--- config.mk ---
export PLATFORM = sky130hd
export DESIGN_NAME = serial_command_initiator
export DESIGN_NICKNAME = d
export VERILOG_FILES = /design/src/rtl/serial_command_initiator.sv
export SDC_FILE = /design/constraint.sdc
export NUM_CORES = 1
export LEC_CHECK = 0
export ABC_AREA = 1
export CAP_MARGIN = 0
export CORE_MARGIN = 5
export CORE_UTILIZATION = 52
export CTS_BUF_LIST = sky130_fd_sc_hd__clkbuf_8
export DETAILED_ROUTE_END_ITERATION = 16
export GPL_TIMING_DRIVEN = 0
export PLACE_DENSITY = 0.79
export SYNTH_ARGS = -nofsm -noshare
export SYNTH_HDL_FRONTEND = slang
export SYNTH_SLANG_ARGS = --single-unit
--- constraint.sdc ---
create_clock -name clkIn -period 2.35 [get_ports clkIn]
set_input_delay 0.5875 -clock clkIn [delete_from_list [all_inputs] [get_ports clkIn]]
set_output_delay 0.5875 -clock clkIn [all_outputs]
set_load 0.02 [all_outputs]
--- src/rtl/serial_command_initiator.sv ---
// Host-side master for the serial memory-command link: serialises one word request
// into protocol bytes over a byte UART, then collects and checks the responder's reply.
module serial_command_initiator #(
  parameter logic [31:0] TIMEOUT_CYCLES = 32'd8333333,
  parameter logic [7:0]  ACK_BYTE       = 8'hAA
) (
  input  logic        clkIn,
  input  logic        rstIn,
  input  logic        cmd_valid,
  output logic        cmd_ready,
  input  logic [1:0]  cmd_op,
  input  logic [31:0] cmd_addr,
  input  logic [31:0] cmd_data,
  output logic        rsp_valid,
  output logic [31:0] rsp_data,
  output logic        rsp_error,
  output logic [7:0]  TX,
  output logic        start_TX,
  input  logic        TX_ready,
  input  logic [7:0]  RX,
  input  logic        hasRX,
  output logic        busy
);

  typedef enum logic [2:0] {
    S_IDLE, S_LOAD, S_WAIT_LO, S_WAIT_HI, S_RECV, S_DONE
  } state_t;

  state_t      state_q, state_d;
  logic [1:0]  op_q, op_d;
  logic [31:0] addr_q, addr_d, data_q, data_d;
  logic [3:0]  idx_q, idx_d;
  logic [2:0]  rx_cnt_q, rx_cnt_d;
  logic [31:0] rx_buf_q, rx_buf_d;
  logic [31:0] tmo_q, tmo_d;
  logic        bad_q, bad_d;
  logic [7:0]  tx_q, tx_d;
  logic        start_tx_q, start_tx_d;
  logic        rsp_valid_q, rsp_valid_d;
  logic        rsp_error_q, rsp_error_d;
  logic [31:0] rsp_data_q, rsp_data_d;

  logic [3:0]  tx_len;
  logic [2:0]  rx_len;
  logic [7:0]  frame_byte;
  logic [32:0] tmo_sum;
  logic        tmo_hit;

  always_comb begin
    tx_len = 4'd1;
    rx_len = 3'd1;
    case (op_q)
      2'd0:    tx_len = 4'd9;
      2'd1:    begin tx_len = 4'd5; rx_len = 3'd4; end
      default: ;
    endcase
    case (idx_q)
      4'd0:    frame_byte = {6'd0, op_q} + 8'd1;
      4'd1:    frame_byte = addr_q[31:24];
      4'd2:    frame_byte = addr_q[23:16];
      4'd3:    frame_byte = addr_q[15:8];
      4'd4:    frame_byte = addr_q[7:0];
      4'd5:    frame_byte = data_q[31:24];
      4'd6:    frame_byte = data_q[23:16];
      4'd7:    frame_byte = data_q[15:8];
      4'd8:    frame_byte = data_q[7:0];
      default: frame_byte = 8'h00;
    endcase
    // Fires so that rsp_valid lands exactly TIMEOUT_CYCLES cycles after the last byte:
    // counted cycles, plus this cycle, plus the DONE cycle.
    tmo_sum = {1'b0, tmo_q} + 33'd2;
    tmo_hit = (tmo_sum >= {1'b0, TIMEOUT_CYCLES});
  end

  always_ff @(posedge clkIn or negedge rstIn) begin
    if (!rstIn) state_q <= S_IDLE;
    else        state_q <= state_d;
  end

  always_comb begin
    state_d = state_q;
    case (state_q)
      S_IDLE:    if (cmd_valid) state_d = S_LOAD;
      S_LOAD:    if (TX_ready) state_d = S_WAIT_LO;
      S_WAIT_LO: if (!TX_ready) state_d = S_WAIT_HI;
      S_WAIT_HI: if (TX_ready) state_d = (idx_q == tx_len - 4'd1) ? S_RECV : S_LOAD;
      S_RECV: begin
        if (hasRX) begin
          if (rx_cnt_q == rx_len - 3'd1) state_d = S_DONE;
        end else if (tmo_hit) begin
          state_d = S_DONE;
        end
      end
      S_DONE:    state_d = S_IDLE;
      default:   state_d = S_IDLE;
    endcase
  end

  always_comb begin
    op_d        = op_q;
    addr_d      = addr_q;
    data_d      = data_q;
    idx_d       = idx_q;
    rx_cnt_d    = rx_cnt_q;
    rx_buf_d    = rx_buf_q;
    tmo_d       = tmo_q;
    bad_d       = bad_q;
    tx_d        = tx_q;
    start_tx_d  = 1'b0;
    rsp_valid_d = 1'b0;
    rsp_error_d = rsp_error_q;
    rsp_data_d  = rsp_data_q;
    case (state_q)
      S_IDLE: begin
        if (cmd_valid) begin
          op_d   = cmd_op;
          addr_d = cmd_addr;
          data_d = cmd_data;
          idx_d  = 4'd0;
        end
      end
      S_LOAD: begin
        if (TX_ready) begin
          tx_d       = frame_byte;
          start_tx_d = 1'b1;
        end
      end
      S_WAIT_HI: begin
        if (TX_ready) begin
          idx_d    = idx_q + 4'd1;
          rx_cnt_d = 3'd0;
          rx_buf_d = 32'd0;
          bad_d    = 1'b0;
          tmo_d    = 32'd0;
        end
      end
      S_RECV: begin
        if (hasRX) begin
          tmo_d    = 32'd0;
          rx_cnt_d = rx_cnt_q + 3'd1;
          // Only reads keep reply bytes; ack replies leave the buffer at zero.
          if (op_q == 2'd1) begin
            case (rx_cnt_q[1:0])
              2'd0: rx_buf_d[31:24] = RX;
              2'd1: rx_buf_d[23:16] = RX;
              2'd2: rx_buf_d[15:8]  = RX;
              2'd3: rx_buf_d[7:0]   = RX;
              default: ;
            endcase
          end else if (RX != ACK_BYTE) begin
            bad_d = 1'b1;
          end
          if (rx_cnt_q == rx_len - 3'd1) begin
            rsp_valid_d = 1'b1;
            rsp_error_d = bad_d;
            rsp_data_d  = rx_buf_d;
          end
        end else begin
          tmo_d = (tmo_q == 32'hFFFF_FFFF) ? tmo_q : tmo_q + 32'd1;
          if (tmo_hit) begin
            rsp_valid_d = 1'b1;
            rsp_error_d = 1'b1;
            rsp_data_d  = rx_buf_q;
          end
        end
      end
      default: ;
    endcase
  end

  always_ff @(posedge clkIn or negedge rstIn) begin
    if (!rstIn) begin
      op_q        <= 2'd0;
      addr_q      <= 32'd0;
      data_q      <= 32'd0;
      idx_q       <= 4'd0;
      rx_cnt_q    <= 3'd0;
      rx_buf_q    <= 32'd0;
      tmo_q       <= 32'd0;
      bad_q       <= 1'b0;
      tx_q        <= 8'h00;
      start_tx_q  <= 1'b0;
      rsp_valid_q <= 1'b0;
      rsp_error_q <= 1'b0;
      rsp_data_q  <= 32'd0;
    end else begin
      op_q        <= op_d;
      addr_q      <= addr_d;
      data_q      <= data_d;
      idx_q       <= idx_d;
      rx_cnt_q    <= rx_cnt_d;
      rx_buf_q    <= rx_buf_d;
      tmo_q       <= tmo_d;
      bad_q       <= bad_d;
      tx_q        <= tx_d;
      start_tx_q  <= start_tx_d;
      rsp_valid_q <= rsp_valid_d;
      rsp_error_q <= rsp_error_d;
      rsp_data_q  <= rsp_data_d;
    end
  end

  assign cmd_ready = (state_q == S_IDLE);
  assign busy      = ~cmd_ready;
  assign TX        = tx_q;
  assign start_TX  = start_tx_q;
  assign rsp_valid = rsp_valid_q;
  assign rsp_data  = rsp_data_q;
  assign rsp_error = rsp_error_q;

endmodule

After elaboration in Yosys (flattened, before gate mapping)
Index checks and enable logic that the tools add are counted.

Register bits: 184. Input bits: 79. Output and inout port bits: 45. Logic and storage cells: 112.

$add $sub $neg: 7. Order comparisons: 1. Eq/ne operators: 29. Multiplexer cells: 46. Bitwise logic cells: 1. Reductions and logical operators: 14.

Operators by type and width (number): 2-to-1 mux 32 bit (8); one-hot mux 32 bit (2 select lines) (2); one-hot mux 8 bit (9 select lines) (1); adder 32 x 2 -> 33 bit (second input constant) (1); >= comparator 33 x 23 -> 1 bit (second input constant) (1); 2-to-1 mux 3 bit (11); adder 32 x 1 -> 32 bit (second input constant) (1); == test 32 bit (second input constant) (1); 2-to-1 mux 8 bit (4); == test 4 x 3 -> 1 bit (second input constant) (4); one-hot mux 4 bit (2 select lines) (2); one-hot mux 3 bit (5 select lines) (1); 2-to-1 mux 1 bit (13); AND reduction 3 bit (4); != test 2 bit (second input constant) (5); != test 3 bit (second input constant) (3); == test 4 x 2 -> 1 bit (second input constant) (2); 2-to-1 mux 4 bit (2); != test 8 bit (second input constant) (1); == test 3 x 2 -> 1 bit (second input constant) (2); one-hot mux 3 bit (2 select lines) (1); AND reduction 6 bit (1); nonzero test 2 bit (3); adder 4 x 1 -> 4 bit (second input constant) (1); 19 further kinds (23).

Longest topological paths before layout
Gate-level depths: netlist (run 1).

Depth in word-level cells: 7. Depth in mapped cells: 19. Depth with buffers taken out: 18.

Worst setup path before layout (run 1)
Ideal clock, no wire load.

Path type: reg-to-reg. Start: register tmo_q[2]. End: register rsp_data_q[31] (netlist: rsp_data[31]). Setup time: 117 ps. Arrival time: 2111 ps. Required time: 2233 ps. Path slack: 122 ps. Cell stages (with the launch flop): 18. Buffers on the path: 1. Clock period less this slack: 2228 ps. Cell sequence: dfrtp_1 > ha_1 > nand2_2 > nor2_4 > nand2_2 > nor2_4 > nand3_1 > nand2_1 > nand3_1 > nor2_1 > nand3_1 > nor2_1 > nand2_2 > nand3_4 > inv_4 > buf_6 > nand2_1 > nand2_1.

Cells in the longest elaborated chain, start to end: 4.

Ends and longest elaborated chain: start, declared (line 35) `logic [31:0] tmo_q, tmo_d;`; start signal, assigned (line 193) `tmo_q <= tmo_d;`; adder 32 x 2 -> 33 bit (line 71) `tmo_sum = {1'b0, tmo_q} + 33'd2;`; >= comparator 33 x 23 -> 1 bit (line 72) `tmo_hit = (tmo_sum >= {1'b0, TIMEOUT_CYCLES});`; nonzero test 2 bit (no source line); AND reduction 3 bit (no source line); end signal, assigned (line 199) `rsp_data_q <= rsp_data_d;`; end, declared (line 41) `logic [31:0] rsp_data_q, rsp_data_d;`.

No other way between the ends. A chain may end at the register's enable or synchronous reset.

Worst setup path in the final report (run 1)
Start: register tmo_q[1]. End: register rsp_data_q[6] (netlist: rsp_data[6]).

The elaborated chain is that of the path after synthesis.

==> results.tsv, run 1 <==
stage	metric	value	unit
yosys	synth-main-ff-cell	dfrtp_1	
final_layout	antenna_cells	0	
place	place_hpwl	19500	um
floorplan	dieArea	21300	um^2
run	maxCapViolCount	0	
yosys	synthArstFlopShare	100	%
floorplan	design.core.area	18100	um^2
detailed_routing	vias	9354	
yosys	synth_edf_count	0	
timing	rsz0062_at_grt	true	
place	gp_congestion	0.912	
yosys	yosysSeqAreaShare	47.9	%
min_path	min_path_type	in -> async	
cts	cts_tree	done	
timing	finalHoldViolCount	0	
yosys	ys_seq_elements	184	
timing	fin_crit_sh	107	%
global_routing	grt_overflow	0	
yosys	muxShareOfSynthArea	0.352	%
cts	holdBufCountCts	0	
worst_setup_path	r2r_start	tmo_q[1]	
floorplan	ioPinCount	124	
timing	period_needed	2.53	ns
cts	clockBufferDepth	2	
detailed_routing	drc	0	
timing	maxSlewHeadroom	43.2	%
yosys	synth_area	9610	um^2
place	port_buffers	123	
cts	clk_pin_slew	0.09	ns
yosys	synth_simple_gate_area_share	24.3	%
yosys	synth_nets	1352	
yosys	ys_types	42	
floorplan	start_util	53.1	%
timing	final-setup-viol-count	34	
yosys	synth_xor_area_share	0.912	%
detailed_routing	drt_wl_total	27400	um
worst_setup_path	reg2reg_setup_slack	-0.18	ns
detailed_routing	first_pass_iters	6	
status	status	complete, but fails checks	
yosys	synth_top_family_by_area	simple AND/OR/NAND/NOR gates	
worst_setup_path	cp-start-kind	register	
global_routing	grt_use_total	25.7	%
timing	max_freq	0.396	GHz
detailed_routing	highest_layer	met4	
yosys	ys_warn_count	0	
cts	root_buffer	clkbuf_8	
final_layout	final_layout_size_suffix_gt1_share	11.6	%
global_routing	grt_start_max_net_pins	107	
yosys	synth_compound_gate_area_share	16.6	%
floorplan	rows	49	
detailed_routing	via_per_inst	5.58	
global_routing	grt_pass1_wl	44700	um
worst_setup_path	cp.required	2.75	ns
yosys	synth_cells	1258	
worst_setup_path	criticalPathCategory	reg -> reg	
timing	clock_skew	0.0108	ns
yosys	synthAdderAreaFrac	1.95	%
status	violations	negative setup slack	
detailed_routing	wl_met3	2060	um
detailed_routing	wl_met2	13100	um
timing	tightest_slew	0.848	ns
worst_setup_path	rr_endpoint	rsp_data[6]	
timing	fin_ws	-0.175	ns
pwr	p_leak	5.42	nW
floorplan	die_width	146	um
pwr	irDropWorstVdd	0.000480	V
final_layout	syn_to_final_growth	25.9	%
timing	slew_viol_final	0	
detailed_routing	dr.first_iter.drc_count	894	
timing	finalSetupTns	-4.62	ns
worst_setup_path	arrival	2.93	ns
worst_setup_path	r2r_cells	17	
global_routing	grt_pass1_vias	9003	
detailed_routing	m1WireLength	11400	um
cts	numCtsBuffers	17	
worst_setup_path	critPathCaptureType	register	
global_routing	antenna_found_initial	0	
floorplan	die_h	146	um
yosys	avgSynthCellArea	7.64	um^2
cts	h-tree-depth	4	
cts	cts.sinks	184	
cts	clock_latency	0.46	ns
detailed_routing	wl_per_cell	16.4	um
detailed_routing	antenna_left	0	
final_layout	final_nets	1528	
final_layout	finalNonFillerCells	1675	
pwr	powerDensity	1010	nW/um^2
worst_setup_path	path_max_fanout	10	
place	place_inst	1611	
==> layout make-up <==
cell class | instances | area (um^2)
timing repair buffer | 158 | 1530
inverter | 153 | 588
buffer | 40 | 195
clock inverter | 11 | 123
multi-input combinational | 880 | 4480
sequential | 184 | 4620
clock buffer | 20 | 275
tap | 229 | 287
fill | 1517 | 5990
==> kinds of logic after synthesis <==
family / Yosys count
multiplexers: 3
AND/OR/NAND/NOR: 563
adder cells (fa/ha/maj): 15
flip-flops: 184
XOR/XNOR: 10
buffers and inverters: 194
AO/OA/AOI/OAI: 289
==> what timing repair did <==
| item | in CTS | in global routing |
|---|---|---|
| resized for setup | 56 | 49 |
| pin swaps | 7 | 17 |
| buffers inserted | 21 | 13 |
| endpoints found under the setup margin | 156 | 98 |
==> synthesized netlist by cell type (all sizes together) (7+ instances only) <==
library cell / n / area [um^2]
a21oi: 59 / 295
buf: 7 / 55.1
clkbuf: 34 / 128
dfrtp: 184 / 4600
ha: 15 / 188
inv: 151 / 569
nand2: 383 / 1460
nand3: 44 / 238
nand4: 10 / 62.6
nor2: 104 / 453
nor3: 16 / 85.1
o21ai: 155 / 776
o22ai: 45 / 282
xor2: 8 / 70.1
==> worst max-delay path: stages (launching register included) <==
cell,delay (ns)
dfrtp_1,0.41
ha_4,0.19
nand2_4,0.07
nor2_4,0.23
nand2_2,0.13
nor2_4,0.13
xor2_1,0.17
nand2_1,0.08
nor2_2,0.11
nand2_2,0.09
nor2_2,0.12
nor2_2,0.06
nand2_2,0.07
nand3_4,0.16
inv_6,0.15
buf_6,0.15
nand2_1,0.06
nand2_1,0.08
==> per-layer routing <==
metal / up-vias / track usage, %
li1: 4460 / -
met1: 4361 / 34.8
met2: 466 / 41.6
met3: 67 / 4.80
met4: 0 / 9.02
met5: - / 0
==> placed cells by master (no fill, tap or decap), drive strengths merged, types with 4 or more instances in the layout <==
master         Yosys  routed
inv              151     155
nand3b             4       4
xor2               8       8
o221ai             4       4
clkdlybuf4s50      0     120
nor3              16      16
o22ai             45      45
clkbuf            34      53
o41ai              6       6
nand4             10      10
a221oi             6       6
buf                7      44
a21oi             59      59
nand3             44      44
nor2             104     104
nand2            383     383
dfrtp            184     184
ha                15      15
o21ai            155     155
clkinv             2       4
==> registers in the layout (all words and copies together) (netlist names) <==
name and count:
TX 8, rsp_valid 1, rx_cnt_q 3, op_q 2, data_q 32, rx_buf_q 32, state_q 3, bad_q 1
rsp_data 32, addr_q 32, start_TX 1, rsp_error 1, tmo_q 32, idx_q 4
==> metrics by stage <==
stage / power, mW / area [um^2] / hold slack [ns] / util [%] / setup slack, ns
2_1_floorplan: 8.00 / 9610 / 0.292 / - / 0.122
3_3_place_gp: 9.66 / 11100 / 0.463 / 61.5 / -6.94
3_5_place_dp: 9.86 / 11200 / 0.466 / 61.7 / -0.566
4_1_cts: 12.1 / 11900 / 0.120 / 65.7 / -0.0762
5_1_grt: 13.1 / 12100 / 0.111 / 66.9 / -0.281
6_report: 12.2 / 12100 / 0.0995 / 66.9 / -0.175
==> how the worst max path moves through the flow <==
stage                         from           end  cells past startpoint
final                     tmo_q[1]   rsp_data[6]                     17
after floorplan           tmo_q[2]  rsp_data[31]                     17
after CTS                 tmo_q[1]  rsp_data[17]                     17
after global placement       rstIn   rsp_data[4]                      1
after global routing      tmo_q[1]  rsp_data[23]                     17
after detailed placement     hasRX     tmo_q[29]                     11
==> power by group <==
group,total [mW],switching (mW),leakage (nW),internal [mW]
sequential,5.01,0.614,2.39,4.40
clock,2.18,1.15,0.204,1.03
combinational,5.02,3.15,2.83,1.87
(Power assumes the default switching activity.)
==> inputs of run 2 (changes only) <==
--- a/config.mk
+++ b/config.mk
@@ -6,6 +6,7 @@
 export NUM_CORES = 1
 export LEC_CHECK = 0
 export ABC_AREA = 1
+export ABC_CLOCK_PERIOD_IN_PS = 2350
 export CAP_MARGIN = 0
 export CORE_MARGIN = 5
 export CORE_UTILIZATION = 52
@@ -13,6 +14,7 @@
 export DETAILED_ROUTE_END_ITERATION = 16
 export GPL_TIMING_DRIVEN = 0
 export PLACE_DENSITY = 0.79
+export SKIP_LAST_GASP = 1
 export SYNTH_ARGS = -nofsm -noshare
 export SYNTH_HDL_FRONTEND = slang
 export SYNTH_SLANG_ARGS = --single-unit
==> results.tsv, run 2 (synthesized netlist as in run 1, its figures left out) <==
stage	metric	value	unit
detailed_routing	dr.first_iter.drc_count	897	
final_layout	final_cell_mix	366 x nand2_1, 174 x dfrtp_1, 153 x o21ai_0, 148 x inv_1, 120 x clkdlybuf4s50_1	
cts	clock_latency	0.47	ns
cts	clockBufferDepth	2	
global_routing	grt_pass1_vias	8996	
global_routing	grt_pass1_wl	44700	um
final_layout	fin_util	66.7	%
timing	maxSlewHeadroom	41.5	%
timing	tightest_slew	0.875	ns
cts	numCtsBuffers	17	
worst_setup_path	rr_endpoint	rsp_data[6]	
detailed_routing	drc	0	
cts	cts.sinks	184	
timing	max_freq	0.401	GHz
detailed_routing	antenna_left	0	
status	status	complete, but fails checks	
worst_setup_path	cp-start-kind	register	
min_path	min_path_type	in -> async	
final_layout	fin_area	12100	um^2
place	placed_area	11200	um^2
timing	fin_ws	-0.145	ns
timing	fin_crit_sh	106	%
timing	finalSetupTns	-3.75	ns
final_layout	antenna_cells	0	
cts	h-tree-depth	4	
place	gp_congestion	0.912	
detailed_routing	vias	9308	
final_layout	final_common_cell	nand2_1	
floorplan	dieArea	21300	um^2
worst_setup_path	criticalPathCategory	reg -> reg	
worst_setup_path	cp.required	2.76	ns
global_routing	antenna_found_initial	0	
pwr	p_leak	5.42	nW
timing	final-setup-viol-count	33	
worst_setup_path	r2r_cells	18	
floorplan	start_util	53.1	%
timing	period_needed	2.50	ns
detailed_routing	via_per_inst	5.56	
worst_setup_path	critPathCaptureType	register	
final_layout	final_layout_size_suffix_gt1_share	10.9	%
cts	root_buffer	clkbuf_8	
worst_setup_path	arrival	2.90	ns
floorplan	die_width	146	um
global_routing	grt_start_max_net_pins	107	
worst_setup_path	reg2reg_setup_slack	-0.15	ns
final_layout	final_nets	1528	
final_layout	nFillCells	1528	
global_routing	grt_use_total	25.7	%
worst_setup_path	r2r_start	tmo_q[2]	
final_layout	regArea	4620	um^2
pwr	irDropWorstVdd	0.000479	V
worst_setup_path	path_max_fanout	10	
final_layout	syn_to_final_growth	25.5	%
timing	rsz0062_at_grt	true	
timing	clock_skew	0.0106	ns
final_layout	multi_input_area	4450	um^2
floorplan	die_h	146	um
pwr	p_total	12.2	mW
cts	holdBufCountCts	0	
cts	cts_tree	done	
place	place_hpwl	19500	um
floorplan	ioPinCount	124	
global_routing	grt_overflow	0	
status	violations	negative setup slack	
detailed_routing	first_pass_iters	6	
place	port_buffers	123	
cts	clk_pin_slew	0.09	ns
final_layout	finalNonFillerCells	1675	
place	place_inst	1611	
timing	slew_viol_final	0	
floorplan	design.core.area	18100	um^2
detailed_routing	wl_per_cell	16.3	um
timing	finalHoldViolCount	0	
detailed_routing	drt_wl_total	27300	um
run	maxCapViolCount	0	
floorplan	rows	49	
pwr	powerDensity	1010	nW/um^2
run 2: cell count changes in the layout (fill, tap and decap cells not counted), moves of 2 or more:
cell | previous run | this run
buf_6 | 7 | 3
nand2_1 | 364 | 366
nand3_1 | 38 | 41
nor2_2 | 23 | 21
nand2_2 | 14 | 12
nand3_2 | 3 | 1
nor2_1 | 65 | 67
buf_4 | 32 | 35
run 2: cell type report:
class | instances | area share [%]
Tap cell | 229 | 2.38
Timing Repair Buffer | 158 | 12.6
Sequential cell | 184 | 38.3
Multi-Input combinational cell | 880 | 36.9
Clock inverter | 11 | 1.02
Inverter | 153 | 4.88
Buffer | 40 | 1.64
Clock buffer | 20 | 2.28
run 2: worst max path at each step:
| stage | from | endpoint | slack (ns) | cells after the start |
|---|---|---|---|---|
| 6_report | tmo_q[2] | rsp_data[6] | -0.15 | 18 |
| 5_1_grt | tmo_q[9] | rsp_data[6] | -0.28 | 17 |
| 4_1_cts | tmo_q[1] | rsp_data[17] | -0.08 | 17 |
| 3_5_place_dp | hasRX | tmo_q[29] | -0.57 | 11 |
| 3_3_place_gp | rstIn | rsp_data[4] | -6.94 | 1 |
| 2_1_floorplan | tmo_q[2] | rsp_data[31] | 0.12 | 17 |
run 2: worst max-delay path, cell delays in order, from the launching register on:
cell,delay [ns]
dfrtp_2,0.41
ha_4,0.18
nand3_4,0.09
nor2_4,0.22
nand2_4,0.13
nor2_4,0.10
nor2_1,0.05
nor2_1,0.12
nand2_1,0.07
nor2_1,0.11
nand2_2,0.10
nor2_2,0.12
nor2_2,0.05
nand2_2,0.07
nand3_4,0.16
inv_6,0.16
buf_8,0.14
nand2_1,0.06
nand2_1,0.07
run 2: timing repair:
| item | CTS | global route |
|---|---|---|
| setup buffers | 21 | 12 |
| pin swaps | 7 | 15 |
| endpoints found under the setup margin | 156 | 98 |
| endpoints found under the hold margin | 0 | 0 |
| gates cloned | 0 | 1 |
| gates resized for setup | 55 | 38 |
run 2: routing by layer:
| metal | track usage [%] | part of all wire (%) | up-vias |
|---|---|---|---|
| met5 | 0 | 0 | - |
| met4 | 9.02 | 3.4 | 0 |
| met3 | 4.80 | 6.6 | 86 |
| met2 | 41.6 | 48 | 399 |
| met1 | 34.7 | 42 | 4364 |
| li1 | - | - | 4459 |
run 2: metrics by stage:
step	worst slack, ns	hold slack (ns)
finish	-0.145	0.0898
global route	-0.280	0.111
CTS	-0.0762	0.120
detailed placement	-0.566	0.466
global placement	-6.94	0.463
floorplan	0.122	0.292
run 2: power by group:
part	switching [mW]	leakage, nW	internal (mW)
logic	3.15	2.82	1.87
clock network	1.15	0.204	1.03
registers	0.613	2.40	4.40
==> inputs of run 3 (changes only) <==
--- a/config.mk
+++ b/config.mk
@@ -14,6 +14,8 @@
 export DETAILED_ROUTE_END_ITERATION = 16
 export GPL_TIMING_DRIVEN = 0
 export PLACE_DENSITY = 0.79
+export RECOVER_POWER = 25
+export SETUP_SLACK_MARGIN = 0.15
 export SKIP_LAST_GASP = 1
 export SYNTH_ARGS = -nofsm -noshare
 export SYNTH_HDL_FRONTEND = slang
==> results.tsv, run 3 (synthesized netlist as in run 1, its figures left out) <==
stage	metric	value	unit
pwr	irDropWorstVdd	0.000548	V
timing	hold_ws	0.488	ns
global_routing	grt_pass1_vias	8835	
timing	maxSlewHeadroom	-21.3	%
timing	tightest_slew	1.82	ns
floorplan	ioPinCount	124	
floorplan	dieArea	21300	um^2
worst_setup_path	criticalPathCategory	reg -> reg	
cts	numCtsBuffers	17	
floorplan	design.core.area	18100	um^2
final_layout	regArea	4620	um^2
worst_setup_path	cp.required	2.72	ns
cts	clockBufferDepth	2	
place	place_inst	1611	
min_path	hold_path_end	rsp_data[11]	
worst_setup_path	rr_endpoint	rsp_data[18]	
place	dpl_worst_slack	-0.595	ns
place	gp_congestion	0.912	
cts	h-tree-depth	4	
global_routing	antenna_found_initial	1	
floorplan	die_h	146	um
floorplan	die_width	146	um
min_path	hold_path_depth	2	
detailed_routing	drc	0	
final_layout	syn_to_final_growth	27.6	%
timing	finalSetupTns	-5.13	ns
timing	period_needed	2.55	ns
cts	cts_tree	done	
detailed_routing	dr.first_iter.drc_count	869	
run	maxCapViolCount	1	
worst_setup_path	crit_slowest_cell	dfrtp_1	
final_layout	multi_input_area	4570	um^2
timing	finalHoldViolCount	0	
final_layout	nFillCells	1482	
worst_setup_path	r2r_start	tmo_q[10]	
detailed_routing	first_pass_iters	9	
worst_setup_path	path_max_fanout	8	
global_routing	grt_use_total	25.2	%
timing	fin_ws	-0.201	ns
timing	fin_crit_sh	109	%
final_layout	final_nets	1540	
timing	final-setup-viol-count	35	
timing	clock_skew	0.0183	ns
min_path	min_path_type	reg -> reg	
detailed_routing	drt_wl_total	27500	um
final_layout	final_common_cell	nand2_1	
place	place_hpwl	19300	um
floorplan	start_util	53.1	%
timing	max_freq	0.392	GHz
worst_setup_path	crit_chain	nand2_1 -> nor2_4 -> buf_4 -> nand2_4 -> nor2_4 -> nor2_1 -> nor2_1 -> nand2_1 -> nor2_1 -> nand2_1 -> nor2_1 -> nor2_2 -> nand2_2 -> nand3_4 -> buf_4 -> buf_6 -> nand2_2 -> nand2_1	
final_layout	fin_area	12300	um^2
timing	slew_viol_final	71	
final_layout	final_layout_size_suffix_gt1_share	14.5	%
global_routing	grt_pass1_wl	43700	um
timing	rsz0062_at_grt	true	
detailed_routing	wl_per_cell	16.3	um
worst_setup_path	r2r_cells	18	
final_layout	final_cell_mix	361 x nand2_1, 173 x dfrtp_1, 145 x o21ai_0, 144 x inv_1, 120 x clkdlybuf4s50_1	
global_routing	grt_overflow	0	
cts	holdBufCountCts	0	
pwr	powerDensity	996	nW/um^2
global_routing	grt_start_max_net_pins	115	
pwr	p_leak	5.50	nW
cts	cts.sinks	184	
floorplan	rows	49	
min_path	hold_path.startpoint	rsp_data[11]	
worst_setup_path	reg2reg_setup_slack	-0.20	ns
place	port_buffers	123	
worst_setup_path	max_stage_delay	0.45	ns
worst_setup_path	arrival	2.92	ns
status	violations	max-capacitance violations, max-slew violations, negative setup slack	
detailed_routing	vias	9297	
final_layout	finalNonFillerCells	1690	
cts	root_buffer	clkbuf_8	
cts	clock_latency	0.49	ns
worst_setup_path	cp-start-kind	register	
worst_setup_path	critPathCaptureType	register	
place	placed_area	11200	um^2
cts	clk_pin_slew	0.10	ns
status	status	complete, but fails checks	
detailed_routing	via_per_inst	5.50	
detailed_routing	antenna_left	0	
-- run 3: cell types whose count changed in the layout (fill, tap and decap cells not counted), moves of 6 or more --
cell      change
clkbuf_2     +12
clkbuf_1     -10
o21ai_0       -8
nand2_2       +7
nand3_1       -6
nand3_2       +6
nor2_4        +6
o21ai_1       +6
-- run 3: per-layer routing --
layer	GRT usage (%)	part of all wire [%]	vias up
met5	0	0	-
met4	8.26	2.8	0
met3	5.01	7.2	62
met2	41.5	48	410
met1	33.8	42	4334
li1	-	-	4491
-- run 3: where the power goes --
group          switching (mW)  internal, mW
Combinational            3.15          1.96
Sequential              0.620          4.40
Clock                    1.23         0.865
-- run 3: critical path, delay by kind of cell (launching register included) --
family,cells,cell delay (ns)
flip-flops,1,0.45
buffers and inverters,3,0.48
AND/OR/NAND/NOR,15,1.51
-- run 3: cell type report --
type | count | share of cell area (%)
diodes | 2 | 0.0408
plain buffers | 41 | 1.79
clock buffers | 17 | 1.91
clock inverters | 15 | 1.17
inverters | 153 | 4.82
multi-input cells | 880 | 37.3
flip-flops and latches | 184 | 37.7
well taps | 229 | 2.34
repair buffers | 169 | 13.0
-- run 3: timing repair --
item	4_1_cts	5_1_grt
resized for setup	64	98
setup endpoints to repair	170	166
buffers inserted	27	17
pin swaps	12	24
hold endpoints to repair	0	0
cloned	0	1
-- run 3: how the worst max path moves through the flow --
stage / from / to / slack (ns) / cells after the start
after global placement: rstIn / data_q[29] / -6.93 / 1
after CTS: tmo_q[2] / rsp_data[31] / -0.09 / 17
after global routing: tmo_q[2] / rsp_data[31] / -0.31 / 18
after detailed placement: hasRX / tmo_q[29] / -0.60 / 11
final: tmo_q[10] / rsp_data[18] / -0.20 / 18
after floorplan: tmo_q[2] / rsp_data[31] / 0.19 / 17
-- run 3: per-stage QoR --
stage                     util [%]  power, mW
final                         67.8       12.2
after global routing          67.8       13.1
after CTS                     65.9       12.1
after detailed placement      61.8       9.83
after global placement        61.6       9.66
after floorplan                  -       8.00
